### config.mk
export PLATFORM = sky130hd
export DESIGN_NAME = mmio_bus
export DESIGN_NICKNAME = d
export VERILOG_FILES = /design/src/rtl/mmio_pkg.sv /design/src/rtl/mmio_decode.sv /design/src/rtl/mmio_bus.sv
export SDC_FILE = /design/constraint.sdc
export NUM_CORES = 1
export LEC_CHECK = 0
export BUFFER_PORTS_ARGS = -buffer_cell sky130_fd_sc_hd__buf_4
export CORE_MARGIN = 5
export CORE_UTILIZATION = 29
export DETAILED_ROUTE_END_ITERATION = 7
export MAX_ROUTING_LAYER = met4
export SLEW_MARGIN = 0
export SYNTH_ARGS = -nofsm -noshare
export SYNTH_HDL_FRONTEND = slang
export SYNTH_SLANG_ARGS = --single-unit
### constraint.sdc
create_clock -name sys_clk -period 2.4 [get_ports sys_clk]
set_input_delay 0.24 -clock sys_clk [delete_from_list [all_inputs] [get_ports sys_clk]]
set_output_delay 0.24 -clock sys_clk [all_outputs]
set_load 0.01 [all_outputs]
### src/rtl/mmio_pkg.sv
// mmio_bus shared definitions: window defaults,
// FSM state encoding and device slot numbering.
package mmio_pkg;

    localparam logic [31:0] MMIO_BASE_DEF = 32'hFFFF_0000;
    localparam logic [31:0] MMIO_MASK_DEF = 32'hFFFF_0000;

    typedef enum logic [1:0] {
        ST_IDLE = 2'd0,
        ST_WAIT = 2'd1,
        ST_RESP = 2'd2
    } state_e;

    localparam int SLOT_SWITCH = 0;
    localparam int SLOT_ROM    = 1;
    localparam int SLOT_LED    = 2;
    localparam int SLOT_UART   = 3;

endpackage

### src/rtl/mmio_decode.sv
// mmio_bus address decoder: window match and
// device slot index extraction.
module mmio_decode
    import mmio_pkg::*;
#(
    parameter int          N_DEV     = 4,
    parameter logic [31:0] MMIO_BASE = MMIO_BASE_DEF,
    parameter logic [31:0] MMIO_MASK = MMIO_MASK_DEF,
    parameter int          DEV_SHIFT = 8,
    parameter int          IDX_W     = 4
) (
    input  logic [31:0]      addr,
    output logic             in_window,
    output logic [IDX_W-1:0] idx,
    output logic             idx_valid
);

    localparam logic [31:0] N_DEV_U = 32'(N_DEV);

    // Window match, slot field extraction, slot range check
    always_comb begin
        in_window = (addr & MMIO_MASK) == MMIO_BASE;
        idx       = addr[DEV_SHIFT +: IDX_W];
        idx_valid = 32'(idx) < N_DEV_U;
    end

endmodule

### src/rtl/mmio_bus.sv
// mmio_bus: MMIO router with registered req/done
// handshake, timeout and error responses.
module mmio_bus
    import mmio_pkg::*;
#(
    parameter int          N_DEV     = 4,
    parameter logic [31:0] MMIO_BASE = MMIO_BASE_DEF,
    parameter logic [31:0] MMIO_MASK = MMIO_MASK_DEF,
    parameter int          DEV_SHIFT = 8,
    parameter int          IDX_W     = 4,
    parameter int          TIMEOUT   = 255
) (
    input  logic                sys_clk,
    input  logic                rst_n,
    input  logic                mmio_read,
    input  logic                mmio_write,
    input  logic [31:0]         mmio_addr,
    input  logic [31:0]         mmio_write_data,
    output logic                mmio_done,
    output logic [31:0]         mmio_read_data,
    output logic                mmio_err,
    output logic [N_DEV-1:0]    dev_req,
    output logic                dev_we,
    output logic [31:0]         dev_addr,
    output logic [31:0]         dev_wdata,
    input  logic [N_DEV-1:0]    dev_done,
    input  logic [N_DEV*32-1:0] dev_rdata
);

    localparam logic [15:0] CNT_LAST = 16'(TIMEOUT - 1);

    state_e             state_q, state_d;
    logic               done_q, done_d;
    logic               err_q, err_d;
    logic [31:0]        rdata_q, rdata_d;
    logic [N_DEV-1:0]   req_q, req_d;
    logic               we_q, we_d;
    logic [31:0]        addr_q, addr_d;
    logic [31:0]        wdata_q, wdata_d;
    logic [IDX_W-1:0]   idx_q, idx_d;
    logic [15:0]        cnt_q, cnt_d;

    logic               in_window;
    logic [IDX_W-1:0]   idx;
    logic               idx_valid;
    logic               accept;
    logic               bad_req;
    logic               sel_done;
    logic [31:0]        sel_rdata;
    logic               expired;

    mmio_decode #(
        .N_DEV     (N_DEV),
        .MMIO_BASE (MMIO_BASE),
        .MMIO_MASK (MMIO_MASK),
        .DEV_SHIFT (DEV_SHIFT),
        .IDX_W     (IDX_W)
    ) u_decode (
        .addr      (mmio_addr),
        .in_window (in_window),
        .idx       (idx),
        .idx_valid (idx_valid)
    );

    // Request qualification and selected-slot done/data mux
    always_comb begin
        accept    = in_window && (mmio_read || mmio_write);
        bad_req   = (mmio_read && mmio_write) || !idx_valid;
        expired   = cnt_q == CNT_LAST;
        sel_done  = 1'b0;
        sel_rdata = '0;
        for (int k = 0; k < N_DEV; k++) begin
            if (idx_q == IDX_W'(k)) begin
                sel_done  = dev_done[k];
                sel_rdata = dev_rdata[32*k +: 32];
            end
        end
    end

    // State register
    always_ff @(posedge sys_clk or negedge rst_n) begin
        if (!rst_n) state_q <= ST_IDLE;
        else        state_q <= state_d;
    end

    // Next-state logic
    always_comb begin
        state_d = state_q;
        unique case (state_q)
            ST_IDLE: if (accept) state_d = bad_req ? ST_RESP : ST_WAIT;
            ST_WAIT: if (sel_done || expired) state_d = ST_RESP;
            ST_RESP: state_d = ST_IDLE;
            default: state_d = ST_IDLE;
        endcase
    end

    // Output and datapath next values
    always_comb begin
        done_d  = 1'b0;
        err_d   = 1'b0;
        rdata_d = '0;
        req_d   = req_q;
        we_d    = we_q;
        addr_d  = addr_q;
        wdata_d = wdata_q;
        idx_d   = idx_q;
        cnt_d   = cnt_q;
        unique case (state_q)
            ST_IDLE: begin
                if (accept && bad_req) begin
                    done_d = 1'b1;
                    err_d  = 1'b1;
                end else if (accept) begin
                    for (int k = 0; k < N_DEV; k++) begin
                        req_d[k] = idx == IDX_W'(k);
                    end
                    we_d    = mmio_write;
                    addr_d  = mmio_addr;
                    wdata_d = mmio_write_data;
                    idx_d   = idx;
                    cnt_d   = '0;
                end
            end
            ST_WAIT: begin
                if (sel_done) begin
                    done_d  = 1'b1;
                    rdata_d = we_q ? 32'h0 : sel_rdata;
                    req_d   = '0;
                end else if (expired) begin
                    done_d = 1'b1;
                    err_d  = 1'b1;
                    req_d  = '0;
                end else begin
                    cnt_d = cnt_q + 16'd1;
                end
            end
            default: ;
        endcase
    end

    // Datapath and output registers
    always_ff @(posedge sys_clk or negedge rst_n) begin
        if (!rst_n) begin
            done_q  <= 1'b0;
            err_q   <= 1'b0;
            rdata_q <= '0;
            req_q   <= '0;
            we_q    <= 1'b0;
            addr_q  <= '0;
            wdata_q <= '0;
            idx_q   <= '0;
            cnt_q   <= '0;
        end else begin
            done_q  <= done_d;
            err_q   <= err_d;
            rdata_q <= rdata_d;
            req_q   <= req_d;
            we_q    <= we_d;
            addr_q  <= addr_d;
            wdata_q <= wdata_d;
            idx_q   <= idx_d;
            cnt_q   <= cnt_d;
        end
    end

    assign mmio_done      = done_q;
    assign mmio_err       = err_q;
    assign mmio_read_data = rdata_q;
    assign dev_req        = req_q;
    assign dev_we         = we_q;
    assign dev_addr       = addr_q;
    assign dev_wdata      = wdata_q;

endmodule

==> metrics, run 1 <==
GP Congestion 0.821; worst r2r dst mmio_read_data[30]; Total GRT Usage 18.4%; Avg WL per Cell between 15 and 20 um; sequential share of power 42.5%; #FFs+latches synth 121; vias in the first global route between 5k and 6k; design area around 9000 um2; DRC Markers 0; dominant synthesized flop cell dfrtp_1; switching share of total power 21.6%; most frequent cells in the layout 319 x buf_4, 153 x nand2_1, 120 x dfrtp_1; Die H 150 um; slew margin rel. 30.7%; first-pass GRT wire length approximately 31,000 um; R2R setup slack between 0.3 and 0.4 ns; worst r2r path cells 4; Seq/Total Area, Yosys 53.5%; CTS tree yes; Synth Instances 583; worst vdd ir between 400 and 500 uV; row count just over 50; DRT Pass-1 Iters 4; CP peak stage delay approximately 0.79 ns; Post-synth EDFFs 0; final hold slack 0.0206 ns; hold-critical path depth 3; critical path fanouts, max 14; total die area 22,400 um2; Min-Delay Endpoint dev_wdata[9]; placed wire-length estimate 15,500 um; postcts setup bufs 0; Final WS setup 0.320 ns; Syn. warnings 0; syn_area_per_cell 9.70 um2; logic gate share of total power 7.7%; Psw 0.00104 W; Setup crit end kind flip-flop; launching point of the worst reg2reg path dev_addr[11]; clock sinks between 100 and 150; Slowest cell on crit path nor2_1; Clock Latency Late Sink ~0.4 ns; clock-pin slew on the worst setup and hold paths 0.06 ns; Hold Crit Class input pin to flip-flop; final-report hold violation count 0; P_int 0.00377 W; post-placement cell count 1,130; wl on met1 8330 um; largest net degree at the start of global routing 72; Max Clk Rate 481 MHz; Slew @ Worst Pin 1.04 ns; power per cell area 542 nW/um2; CORE AREA between 15,000 and 20,000 um2; met3 routed wirelength 1330 um; die width 150 um; clk buf depth 2; Antenna diodes 0; Synth cell types 47; Post-Syn Nets 785; DR vias/cell 4.70; HP Start mmio_write_data[9]; most common cell after layout, fill and taps aside buf_4; Async S/R FF share, synth 100%; fin crit share 86.6%; Max Transition Viols Final 0; routed vias 5,465; detailed router's first-iteration violation count 272; metal2 WL 10,700 um; Area Growth Syn to Fin 56.8%; Final nets 1,089; Antenna Violating Nets Remaining 0; Fin Clk Skew 0.0103 ns; dpl ws between 0.3 and 0.4 ns; I/O Buffers 302; I/O pin count 303; CP Cell Sequence or3_4, nor2_1, a22oi_1, a21oi_1; Clock power frac roughly half; Setup crit start kind flip-flop; Leak between 4 and 5 nW; # H-tree levels 4; CTS root buf clkbuf_16; Top Metal Used met4; Tmin final 2.08 ns; final setup fails 0; Crit Path Category flip-flop to flip-flop; RSZ-0062 raised after global routing no; GRT overflow 0; antenna violations before repair 0; status completed; Fin Setup TNS 0 ns; synthesized cell area 5660 um2; Worst Path Required 2.74 ns; critical path data arrival time roughly 2.4 ns; Initial Util 29.2%; MaxCap Viol Count 0; Placed Instance Area 8290 um2; layout cell share with drive strength beyond 1 41.1%; Routed WL 20,600 um; post-route non-filler standard cell count 1,163; CTS Buf Count 17
power by group through the flow:
stage / registers, W / logic [W] / clock network (W)
after floorplan: 0.00208 / 0.0000506 / 0
after detailed placement: 0.00208 / 0.000371 / 0
final: 0.00204 / 0.000371 / 0.00239
after global placement: 0.00208 / 0.000370 / 0
after global routing: 0.00204 / 0.000405 / 0.00254
after CTS: 0.00204 / 0.000378 / 0.00245
flip-flops by register name, indices dropped and copies added (netlist names):
name,flops
mmio_err,1
mmio_read_data,32
dev_req,4
cnt_q,16
state_q,2
mmio_done,1
dev_wdata,32
dev_addr,32
dev_we,1
Yosys cell counts, types with 15 or more instances:
master    number  area [um2]
nand2_1      153         574
dfrtp_1      121        3030
clkbuf_1      32         120
a211oi_1      27         203
mux2i_1       23         230
o21ai_0       22         110
nand3_1       20         100
nor2b_1       19         119
a21oi_1       18        90.1
nand2b_1      18         113
o211ai_1      16         120
a22oi_1       15         113
per-layer routing:
| metal | GRT usage, % | vias to the layer above |
|---|---|---|
| met4 | 5.58 | 0 |
| met5 | - | - |
| li1 | - | 2666 |
| met2 | 31.4 | 183 |
| met3 | 4.27 | 17 |
| met1 | 21.6 | 2599 |
area by class of cell:
class / count / area [um2]
Fill cell: 1916 / 10500
Sequential cell: 121 / 3030
Timing Repair Buffer: 326 / 2500
Multi-Input combinational cell: 419 / 2450
Clock buffer: 21 / 470
Tap cell: 265 / 332
Clock inverter: 9 / 75.1
Inverter: 2 / 7.51
through the flow:
stage | utilization [%] | total power (W)
floorplan | - | 0.00213
global placement | 42.9 | 0.00245
detailed placement | 42.9 | 0.00245
CTS | 45.9 | 0.00487
global route | 45.9 | 0.00498
finish | 45.9 | 0.00481
cell families after synthesis:
group | count (synthesis) | share of synthesized area [%]
compound gates | 133 | 16.8
fa+ha+maj | 2 | 0.442
buf+inv | 43 | 3.41
flops | 121 | 53.5
mux | 23 | 4.07
simple gates | 261 | 21.7
what timing repair did:
action	in CTS	in global routing
endpoints found under the hold margin	41	0
resized for setup	0	0
hold buffers	3	0
worst max path at each step:
| stage | from | end | slack (ns) | depth (start not counted) |
|---|---|---|---|---|
| 2_1_floorplan | dev_addr[9] | mmio_read_data[10] | 0.42 | 7 |
| 3_3_place_gp | dev_addr[8] | mmio_read_data[30] | 0.41 | 4 |
| 3_5_place_dp | dev_addr[11] | mmio_read_data[30] | 0.35 | 4 |
| 4_1_cts | dev_addr[11] | mmio_read_data[30] | 0.34 | 4 |
| 5_1_grt | cnt_q[10] | cnt_q[15] | 0.12 | 5 |
| 6_report | dev_addr[11] | mmio_read_data[30] | 0.32 | 4 |
worst max-delay path, delay by kind of cell (launching register included):
kind            cells  cell delay (ns)
simple gates        2             1.20
compound gates      2             0.38
flops               1             0.42
Note: power is estimated with default switching activity, not from simulation.
==> inputs of run 2 (changes only) <==
- CELL_PAD_IN_SITES_DETAIL_PLACEMENT: default -> 0
- CELL_PAD_IN_SITES_GLOBAL_PLACEMENT: default -> 1
- CTS_CLUSTER_DIAMETER: default -> 100
- PLACE_DENSITY_LB_ADDON: default -> 0.1
==> metrics, run 2 (synthesis gave the netlist of run 1 again) <==
Buf+Inv Stages, Crit Path 3 (+3); total die area 22,400 um2 (unchanged); Crit Path Category flip-flop to output port; power per cell area 568 nW/um2 (+4.8%); routed vias 5,646 (+3.3%); RSZ-0062 raised after global routing no; postcts setup bufs 0 (unchanged); critical path fanouts, max 42 (+28); Final nets 1,101 (+1.1%); slew margin rel. 30.3% (-0.43 points); CTS tree yes; cell repeated most along the worst path buf_4; DR vias/cell 4.80 (+2.2%); Psw 0.00110 W (+5.9%); Routed WL 21,500 um (+4.6%); Avg WL per Cell 18.3 um (+3.5%); Fin Setup TNS 0 ns (unchanged); Slew @ Worst Pin 1.04 ns (+0.00648 ns); I/O Buffers 302 (unchanged); Finished Core Util 46.7% (+0.88 points); Initial Util 29.2% (unchanged); GP Congestion 0.872 (+6.2%); die width 150 um (unchanged); critical path data arrival time 2.02 ns (-0.40 ns); Clock power frac 52.7% (+2.9 points); Leak 4.66 nW (+1.3%); clock-pin slew on the worst setup and hold paths 0.06 ns (about the same); placed wire-length estimate 16,300 um (+5.1%); DRT Pass-1 Iters 5 (+1); register area 3030 um2 (unchanged); P_int 0.00403 W (+7.1%); logic gate share of total power 7.6% (about the same); design area 9040 um2 (+1.9%); Slowest cell on crit path dfrtp_2; Tmin final 2.26 ns (+0.179 ns); # resized after CTS 0 (unchanged); sequential share of power 39.7% (-2.8 points); clock sinks 121 (unchanged); status completed; Clock Latency Late Sink 0.41 ns (about the same); first-pass GRT wire length 32,500 um (+5.0%); final-report hold violation count 0 (unchanged); Area Growth Syn to Fin 59.8%; DRC Markers 0 (unchanged); Antenna diodes 0 (unchanged); largest net degree at the start of global routing 60 (-17%); Max Clk Rate 443 MHz (-7.9%); Die H 150 um (unchanged); Setup crit start kind flip-flop; final hold slack 0.0229 ns (+0.00229 ns); Fin Clk Skew 0.00554 ns (-0.00479 ns); CP Cell Sequence buf_4, buf_4, buf_4; area of the multi-input gates 2440 um2 (-0.31%); antenna violations before repair 0 (unchanged); final setup fails 0 (unchanged); hold buffer count at CTS 16 (+13); met2 Usage GRT 31.4% (-0.045 points); Placed Instance Area 8250 um2 (-0.48%); critical path depth 3 (-1); # H-tree levels 4 (unchanged); GRT overflow 0 (unchanged); hold-critical path depth 3 (unchanged); MaxCap Viol Count 0 (unchanged); switching share of total power 21.4% (-0.19 points); Setup crit end kind output port; met3 GRT Util 6.15% (+1.9 points); fillcell total 1,890 (-1.4%); I/O pin count 303 (unchanged); Antenna Violating Nets Remaining 0 (unchanged); met1 Usage GRT 22.6% (+1.0 points); clk buf depth 2 (unchanged); CTS Buf Count 17 (unchanged); worst vdd ir 492 uV (+12%); Largest delay share family, worst path buffers and inverters; Hold Crit Class input pin to flip-flop; Worst Path Required 2.16 ns (-0.58 ns); most common cell after layout, fill and taps aside buf_4; layout cell share with drive strength beyond 1 40.6% (-0.48 points); CORE AREA 19,300 um2 (unchanged); Total GRT Usage 19.2% (+0.87 points); detailed router's first-iteration violation count 361 (+33%); CP peak stage delay 0.58 ns (-0.21 ns); row count 51 (unchanged); fin crit share 94.1% (+7.5 points); CTS root buf clkbuf_16; worst r2r path cells 5 (+1); most frequent cells in the layout 320 x buf_4, 153 x nand2_1, 120 x dfrtp_1; Most Used Layer, Global Route met2; Max Transition Viols Final 0 (unchanged); vias in the first global route 5,716 (+1.8%)
[run 2: changes by cell type in the layout (fill, tap and decap cells not counted), moves of 2 or more]
cell	change
dlygate4sd3_1	+13
clkinv_2	-5
clkinv_4	+5
bufinv_16	+3
clkbuf_8	-3
buf_12	-2
[run 2: power groups by stage]
stage	Combinational, W	Sequential (W)	Clock (W)
finish	0.000389	0.00204	0.00271
global route	0.000425	0.00204	0.00287
CTS	0.000395	0.00204	0.00278
detailed placement	0.000371	0.00208	0
global placement	0.000368	0.00208	0
floorplan	0.0000506	0.00208	0
[run 2: cell type report]
class / count / area share [%]
inverter: 2 / 0.0831
multi-input combinational: 419 / 27.0
tap: 265 / 3.67
timing repair buffer: 338 / 28.8
sequential: 121 / 33.5
clock buffer: 17 / 4.71
clock inverter: 14 / 2.22
[run 2: through the flow]
stage | worst slack (ns) | total power (W) | cells
finish | 0.141 | 0.00514 | 1176
global route | 0.0164 | 0.00533 | 1176
CTS | 0.109 | 0.00521 | 1176
detailed placement | 0.201 | 0.00245 | 1129
global placement | 0.279 | 0.00245 | 1129
floorplan | 0.423 | 0.00213 | 583
[run 2: metal layers]
| layer | wire length (um) | vias to the layer above |
|---|---|---|
| met3 | 2060 | 28 |
| met4 | 527 | 0 |
| li1 | - | 2691 |
| met5 | 0 | - |
| met2 | 10700 | 235 |
| met1 | 8280 | 2692 |
[run 2: final timing paths]
check | startpoint | end | slack, ns
worst max-delay path | dev_addr[8] | dev_addr[8] | 0.14
worst min-delay path | mmio_write_data[15] | dev_wdata[15] | 0.02
worst max register to register | dev_addr[8] | cnt_q[8] | 0.19
worst min register to register | dev_addr[17] | dev_addr[17] | 0.46
max in group asynchronous | rst_n | mmio_read_data[3] | 1.41
min in group asynchronous | rst_n | dev_wdata[26] | 0.26
[run 2: tightest hold or removal path, cell delays in order]
cell and delay, ns:
buf_4 0.08, nand2_1 0.04, nand2_1 0.05
==> inputs of run 3 (changes only) <==
- CORE_MARGIN: 5 -> 2
==> metrics, run 3 (synthesis gave the netlist of run 1 again) <==
CORE AREA 19,300 um2 (-0.33%); Antenna diodes 0 (unchanged); die width 144 um (-4.0%); MaxCap Viol Count 0 (unchanged); fin crit share 88.9% (-5.2 points); Routed WL 19,900 um (-7.8%); DRC Markers 0 (unchanged); placed wire-length estimate 14,500 um (-11%); most common cell after layout, fill and taps aside buf_4; Tmin final 2.13 ns (-0.125 ns); most frequent cells in the layout 319 x buf_4, 153 x nand2_1, 120 x dfrtp_1; largest net degree at the start of global routing 73 (+22%); final setup fails 0 (unchanged); Final nets 1,084 (-1.5%); critical path data arrival time 2.42 ns (+0.40 ns); DR vias/cell 4.71 (-1.8%); first-pass GRT wire length 29,300 um (-9.7%); Initial Util 29.3% (+0.097 points); vias in the first global route 5,309 (-7.1%); Finished Core Util 45.7% (-1.0 points); total die area 20,600 um2 (-7.9%); Total GRT Usage 19.0% (-0.21 points); Fin Setup TNS 0 ns (unchanged); Avg WL per Cell 17.1 um (-6.5%); status completed; CTS root buf clkbuf_16; detailed router's first-iteration violation count 344 (-4.7%); Slew @ Worst Pin 0.838 ns (-0.203 ns); Hold Crit Class input pin to flip-flop; I/O pin count 303 (unchanged); Clock Latency Late Sink 0.41 ns (about the same); postcts setup bufs 0 (unchanged); power per cell area 547 nW/um2 (-3.7%); clock sinks 121 (unchanged); I/O Buffers 302 (unchanged); # H-tree levels 4 (unchanged); DRT Pass-1 Iters 4 (-1); Setup crit start kind flip-flop; worst vdd ir 478 uV (-3.0%); Worst Path Required 2.68 ns (+0.52 ns); row count 51 (unchanged); CTS tree yes; post-placement cell count 1,127 (-0.18%); RSZ-0062 raised after global routing no; Area Growth Syn to Fin 55.7%; final-report hold violation count 0 (unchanged); post-route non-filler standard cell count 1,160 (-1.4%); Crit Path Category flip-flop to flip-flop; slew margin rel. 44.1% (+14 points); Max Transition Viols Final 0 (unchanged); antenna violations before repair 0 (unchanged); routed vias 5,467 (-3.2%); GRT overflow 0 (unchanged); Die H 144 um (-4.0%); Max Clk Rate 469 MHz (+5.9%); Antenna Violating Nets Remaining 0 (unchanged); GP Congestion 0.851 (-2.4%); CTS Buf Count 17 (unchanged); Leak 4.55 nW (-2.3%); clk buf depth 2 (unchanged); clock-pin slew on the worst setup and hold paths 0.06 ns (about the same); Fin Clk Skew 0.00776 ns (+0.00222 ns); layout cell share with drive strength beyond 1 41.3% (+0.73 points); Setup crit end kind flip-flop; critical path fanouts, max 70 (+67%)
==> run 3: where the power goes <==
part / internal (W) / total, W / switching, W
Clock: 0.00145 / 0.00242 / 0.000964
Sequential: 0.00204 / 0.00204 / 0.000000106
Combinational: 0.000238 / 0.000363 / 0.000125
Total: 0.00373 / 0.00482 / 0.00109
==> run 3: path summary, 6_finish.rpt <==
path | startpoint | end | slack (ns) | cells after the start
max in group asynchronous | rst_n | dev_addr[8] | 1.36 | 3
min | mmio_write_data[13] | dev_wdata[13] | 0.02 | 3
min reg2reg | dev_addr[26] | dev_addr[26] | 0.46 | 1
max reg2reg | dev_addr[8] | mmio_read_data[22] | 0.27 | 4
min in group asynchronous | rst_n | mmio_read_data[0] | 0.31 | 2
max | dev_addr[8] | mmio_read_data[22] | 0.27 | 4
==> run 3: through the flow <==
stage	hold WS (ns)	total power (W)	worst slack, ns	cell area, um2
2_1_floorplan	-0.0556	0.00213	0.423	5660
3_3_place_gp	0.152	0.00244	0.321	8220
3_5_place_dp	0.151	0.00244	0.218	8220
4_1_cts	0.00178	0.00490	0.215	8800
5_1_grt	0.00437	0.00502	0.119	8810
6_report	0.0240	0.00482	0.267	8810
==> run 3: critical path, cell delays in order (launching register included) <==
cell and delay, ns:
dfrtp_2 0.42, buf_4 0.68, nand2_1 0.50, o21ai_0 0.33, a21oi_1 0.07
==> run 3: layout make-up <==
| cell class | count | area [um2] |
|---|---|---|
| Sequential cell | 121 | 3030 |
| Clock buffer | 18 | 439 |
| Fill cell | 1866 | 10500 |
| Multi-Input combinational cell | 419 | 2450 |
| Clock inverter | 14 | 126 |
| Inverter | 2 | 7.51 |
| Tap cell | 265 | 332 |
| Timing Repair Buffer | 321 | 2420 |
==> run 3: per-layer routing <==
metal / wire (um) / global-route usage, % / part of all wire (%) / vias to the layer above
li1: - / - / - / 2657
met1: 7750 / 22.6 / 39 / 2586
met2: 10200 / 31.9 / 51 / 208
met3: 1640 / 5.03 / 8.3 / 16
met4: 247 / 5.31 / 1.2 / 0
met5: 0 / - / 0 / -
==> run 3: what timing repair did <==
action	in CTS	in global routing
hold endpoints to repair	18	0
hold buffers	1	0
gates resized for setup	0	1
setup endpoints to repair	0	1
